`config.mk`:
```
export PLATFORM = sky130hd
export DESIGN_NAME = muldiv_sched
export DESIGN_NICKNAME = d
export VERILOG_FILES = /design/src/rtl/muldiv_sched.sv
export SDC_FILE = /design/constraint.sdc
export NUM_CORES = 1
export LEC_CHECK = 0
export ABC_AREA = 1
export CORE_MARGIN = 5
export CORE_UTILIZATION = 47
export DETAILED_ROUTE_END_ITERATION = 12
export GPL_TIMING_DRIVEN = 1
export MAX_ROUTING_LAYER = met4
export PLACE_DENSITY_LB_ADDON = 0.25
export SLEW_MARGIN = 20
export SYNTH_ARGS = -nofsm -noshare
export SYNTH_HDL_FRONTEND = slang
export SYNTH_SLANG_ARGS = --single-unit
```
`constraint.sdc`:
```
create_clock -name clk -period 1.6 [get_ports clk]
set_clock_uncertainty 0.05 [all_clocks]
set_input_delay 0.32 -clock clk [delete_from_list [all_inputs] [get_ports clk]]
set_output_delay 0.32 -clock clk [all_outputs]
set_load 0.1 [all_outputs]
```
`src/rtl/muldiv_sched.sv`:
```
// Issue scheduler for the shared iterative multiply/divide unit: launches one
// op at a time, counts its fixed latency, holds the result until writeback.
module muldiv_sched #(
  parameter int XLEN       = 32,
  parameter int MUL_CYCLES = 4,
  parameter int DIV_CYCLES = 33,
  parameter int CNT_W      = $clog2(DIV_CYCLES + 1)
) (
  input  logic       clk,
  input  logic       Rst,
  input  logic       stall_in,
  input  logic       flush,
  input  logic       issue_valid,
  input  logic       issue_is_div,
  input  logic [2:0] issue_sel,
  input  logic [4:0] issue_rd,
  input  logic       issue_div_zero,
  input  logic       wb_accept,
  output logic       mul_start,
  output logic       div_start,
  output logic [2:0] unit_sel,
  output logic       unit_ready,
  output logic       res_valid,
  output logic       res_is_div,
  output logic       res_dz,
  output logic       busy_valid,
  output logic [4:0] busy_rd,
  output logic       kill
);

  localparam logic [1:0] S_IDLE = 2'd0;
  localparam logic [1:0] S_MUL  = 2'd1;
  localparam logic [1:0] S_DIV  = 2'd2;
  localparam logic [1:0] S_DONE = 2'd3;

  localparam logic [CNT_W-1:0] MUL_LAST = CNT_W'(MUL_CYCLES - 1);
  localparam logic [CNT_W-1:0] DIV_LAST = CNT_W'(DIV_CYCLES - 1);

  if (XLEN < 1 || MUL_CYCLES < 1 || DIV_CYCLES < 1 ||
      MUL_CYCLES > (1 << CNT_W) || DIV_CYCLES > (1 << CNT_W)) begin : g_param_check
    $error("muldiv_sched: latency parameters do not fit CNT_W");
  end

  logic [1:0]       state_q, state_d;
  logic [CNT_W-1:0] cnt_q, cnt_d;
  logic [2:0]       sel_q, sel_d;
  logic [4:0]       rd_q, rd_d;
  logic             is_div_q, is_div_d;
  logic             dz_q, dz_d;
  logic             res_valid_q, res_valid_d;
  logic             mul_start_q, mul_start_d;
  logic             div_start_q, div_start_d;
  logic             kill_q, kill_d;
  logic             accept_s;
  logic             unit_ready_s;
  logic             issue_ok_s;

  // Accept only counts once the result is actually presented on res_valid.
  assign accept_s     = (state_q == S_DONE) & res_valid_q & wb_accept;
  assign unit_ready_s = (state_q == S_IDLE) | accept_s;
  assign issue_ok_s   = issue_valid & unit_ready_s & ~stall_in & ~flush;

  // Next-state logic: flush first, then a new launch, then per-state progress.
  always_comb begin
    state_d     = state_q;
    cnt_d       = cnt_q;
    sel_d       = sel_q;
    rd_d        = rd_q;
    is_div_d    = is_div_q;
    dz_d        = dz_q;
    res_valid_d = res_valid_q;
    mul_start_d = 1'b0;
    div_start_d = 1'b0;
    kill_d      = 1'b0;
    if (flush) begin
      kill_d      = (state_q == S_MUL) | (state_q == S_DIV);
      state_d     = S_IDLE;
      cnt_d       = '0;
      sel_d       = 3'd0;
      rd_d        = 5'd0;
      is_div_d    = 1'b0;
      dz_d        = 1'b0;
      res_valid_d = 1'b0;
    end else if (issue_ok_s) begin
      sel_d       = issue_sel;
      rd_d        = issue_rd;
      is_div_d    = issue_is_div;
      dz_d        = 1'b0;
      res_valid_d = 1'b0;
      if (!issue_is_div) begin
        state_d     = S_MUL;
        cnt_d       = MUL_LAST;
        mul_start_d = 1'b1;
      end else if (issue_div_zero) begin
        // Shortcut result; from DONE this leaves a one-cycle res_valid gap.
        state_d     = S_DONE;
        cnt_d       = '0;
        dz_d        = 1'b1;
        res_valid_d = (state_q == S_IDLE);
      end else begin
        state_d     = S_DIV;
        cnt_d       = DIV_LAST;
        div_start_d = 1'b1;
      end
    end else begin
      case (state_q)
        S_IDLE: begin
          state_d = S_IDLE;
        end
        S_MUL, S_DIV: begin
          if (cnt_q == '0) begin
            state_d     = S_DONE;
            res_valid_d = 1'b1;
          end else begin
            cnt_d = cnt_q - {{(CNT_W-1){1'b0}}, 1'b1};
          end
        end
        S_DONE: begin
          if (!res_valid_q) begin
            res_valid_d = 1'b1;
          end else if (accept_s) begin
            state_d     = S_IDLE;
            sel_d       = 3'd0;
            rd_d        = 5'd0;
            is_div_d    = 1'b0;
            dz_d        = 1'b0;
            res_valid_d = 1'b0;
          end else begin
            res_valid_d = 1'b1;
          end
        end
        default: begin
          state_d     = S_IDLE;
          cnt_d       = '0;
          res_valid_d = 1'b0;
        end
      endcase
    end
  end

  // State and output registers with asynchronous active-low reset.
  always_ff @(posedge clk or negedge Rst) begin
    if (!Rst) begin
      state_q     <= S_IDLE;
      cnt_q       <= '0;
      sel_q       <= 3'd0;
      rd_q        <= 5'd0;
      is_div_q    <= 1'b0;
      dz_q        <= 1'b0;
      res_valid_q <= 1'b0;
      mul_start_q <= 1'b0;
      div_start_q <= 1'b0;
      kill_q      <= 1'b0;
    end else begin
      state_q     <= state_d;
      cnt_q       <= cnt_d;
      sel_q       <= sel_d;
      rd_q        <= rd_d;
      is_div_q    <= is_div_d;
      dz_q        <= dz_d;
      res_valid_q <= res_valid_d;
      mul_start_q <= mul_start_d;
      div_start_q <= div_start_d;
      kill_q      <= kill_d;
    end
  end

  assign mul_start  = mul_start_q;
  assign div_start  = div_start_q;
  assign unit_sel   = sel_q;
  assign unit_ready = unit_ready_s;
  assign res_valid  = res_valid_q;
  assign res_is_div = is_div_q;
  assign res_dz     = dz_q;
  assign busy_valid = (state_q != S_IDLE);
  assign busy_rd    = rd_q;
  assign kill       = kill_q;

endmodule

```
==> run summary <==
Vias in the first global route: 1241
Number of I/O pins: 32
Maximum clock rate: 0.5594 GHz
Failing checks: negative setup slack
Met3 Usage GRT: 5.011%
DR vias/cell: 5.220
Worst EP arrival: 1420 ps
Clk slew on worst S/H paths: 120 ps
Detail Route Antenna Nets: 0
Longest Clk Path Bufs: 2
Setup ws final: -187.6 ps
Crit. End Element: output port
PD cells: 1831 nW/um2
Cells on worst reg2reg path: 10
First-pass GRT wire length: 5423 um
GRT met2 Usage: 37.13%
IO buf count: 31
Area leader, netlist: dfrtp_1
DRC: 0
DR WL/cell: 15.25 um
Pin count of the biggest net entering global routing: 23
Leakage: 1.035 nW
R2R Path End: res_valid
Hpwl dp: 2272 um
Final Non-Filler Cells: 236
Die X: 59.54 um
CTS Buf Count: 3
Post-Place Setup Slack: -173.1 ps
Number of library cell types mapped by synthesis: 21
Most Crowded Layer GR: met2
Worst endpoint required time: 1230 ps
CP bufs+invs: 4
Largest stage delay, worst path: 430 ps
Crit path max-delay family: buffers and inverters
Placed insts: 220
Main synth FF type: dfrtp_1
Share of the synthesized area in the top cell type: 47.72%
Max Cap Viol: 0
Worst vdd ir: 2154 uV
Async SR Flop Fraction: 100.0%
Post-synth EDFFs: 0
Final-layout fill cell count: 136
GR Util All Layers: 21.10%
Hold Path Class: primary input to asynchronous set/reset pin
R2R Path Start: state_q[0]
Synth-to-Final Area Change: 71.69%
Share of layout cells above drive strength 1: 35.92%
Yosys warning total: 0
Finished Core Util: 82.19%
Slowest CP cell: dfrtp_1
Root Driver: clkbuf_4
Worst Max-Slew Pin Slew: 291.5 ps
Met1 usage in global routing: 22.45%
Post-synthesis net count: 168
Synth top cells by count: nand2_1 (53), dfrtp_1 (22), inv_1 (20)
Post-synthesis area per instance: 7.742 um2
Final wirelength: 3600 um
NumNets Final: 226
Crit-path cells: inv_2 -> ha_4 -> clkinvlp_4 -> buf_6 -> buf_12
Ant diodes: 0
Max-slew headroom: 80.42%
Hold Buf Count CTS: 0
Post-synthesis sequential area ratio: 47.72%
Clk_lat worst skew: 310 ps
Most common cell in the synthesized netlist: nand2_1
Clk sink count: 22
Initial Utilization: 47.87%
Outcome: complete, but fails checks
Die Height: 59.54 um
Top cells by area, synth: dfrtp_1 (48%), nand2_1 (17%), nand3_1 (8.2%)
Power Total: 3.627 mW
DRT Pass-1 Iters: 4
Final Hold Fails: 0
Core Rows: 18
Via Count: 1232
Placer Congestion: 0.7651
Max-slew violations: 0
CTS tree: done
Cells after Synth: 149
Critical path type: flip-flop to output port
Worst reg-to-reg setup slack: -120 ps
FF+latch count, synth: 22
Period minus WS final: 1788 ps
Antenna violations before repair: 0
Die Area: 3545 um2
CP max FO: 3
Post-Syn Area: 1154 um2
H-Tree Level Count: 1
Final TNS setup: -765.2 ps
DRT iter0 DRCs: 61
RSZ-0062 raised after global routing: true
Setup crit start kind: flip-flop
Total gr overflow: 0
# setup viols final: 12
Final worst-path cycle share: 111.7%
Core Footprint: 2410 um2
## power breakdown
group          internal, mW  switching [mW]  total [mW]
combinational          1.04            1.52        2.56
sequential            0.677           0.123       0.801
clock                0.0975           0.169       0.266
## logic make-up after synthesis
group                      synth area share (%)
and+or+nand+nor                           35.68
buffers and inverters                     9.761
DFF                                       47.72
AOI/OAI and AO/OA                         3.579
adders and majority gates                 3.254
## final cells by class
cell class	instances	area (um2)	share of cell area [%]
Timing Repair Buffer	54	658.1	33.23
Multi-Input combinational cell	101	586.8	29.63
Sequential cell	22	551.8	27.86
Inverter	23	102.6	5.180
Tap cell	30	37.54	1.895
Clock buffer	4	26.28	1.327
Timing Repair inverter	2	17.52	0.8844
## how the worst max path moves through the flow
stage	startpoint	end	cells after the start
floorplan	state_q[1]	busy_rd[0]	10
global placement	wb_accept	state_q[0]	10
detailed placement	wb_accept	state_q[1]	10
CTS	state_q[0]	busy_valid	5
global route	state_q[1]	busy_valid	5
finish	state_q[0]	busy_valid	5
## routing by layer
metal,part of all wire (%),wire length [um]
met5,0,0
met4,4.4,159
met2,54,1952
met1,36,1300
met3,5.2,187
## layout by cell type (no fill, tap or decap), types with 2 or more instances in the layout
master and count:
nor2_1 8, buf_12 16, buf_6 4, nand2_2 5, clkbuf_4 3, nand2_8 2, dfrtp_1 21, nand3_2 3
a31oi_1 2, nand3_1 16, clkdlybuf4s50_1 15, nand2_4 3, nand4_1 3, inv_2 5, buf_4 19, inv_1 15
nand2_1 46, o21ai_1 2, inv_6 3, nand3_4 2
## registers in the layout (all words and copies together), names as in the netlist
name	flops
state_q	2
res_valid	1
busy_rd	5
kill	1
div_start	1
mul_start	1
res_is_div	1
res_dz	1
unit_sel	3
cnt_q	6
## stage by stage
stage | area [um2] | hold slack (ps)
5_1_grt | 1981 | 307.2
6_report | 1981 | 288.2
4_1_cts | 1867 | 291.9
3_3_place_gp | 1763 | 408.3
2_1_floorplan | 1184 | -25.59
3_5_place_dp | 1763 | 439.8
## timing repair
action	4_1_cts	5_1_grt
gates cloned	2	0
buffers inserted	2	8
resized for setup	12	16
setup endpoints to repair	4	21
pin swaps	5	9
Power figures use the tool's default switching activity.
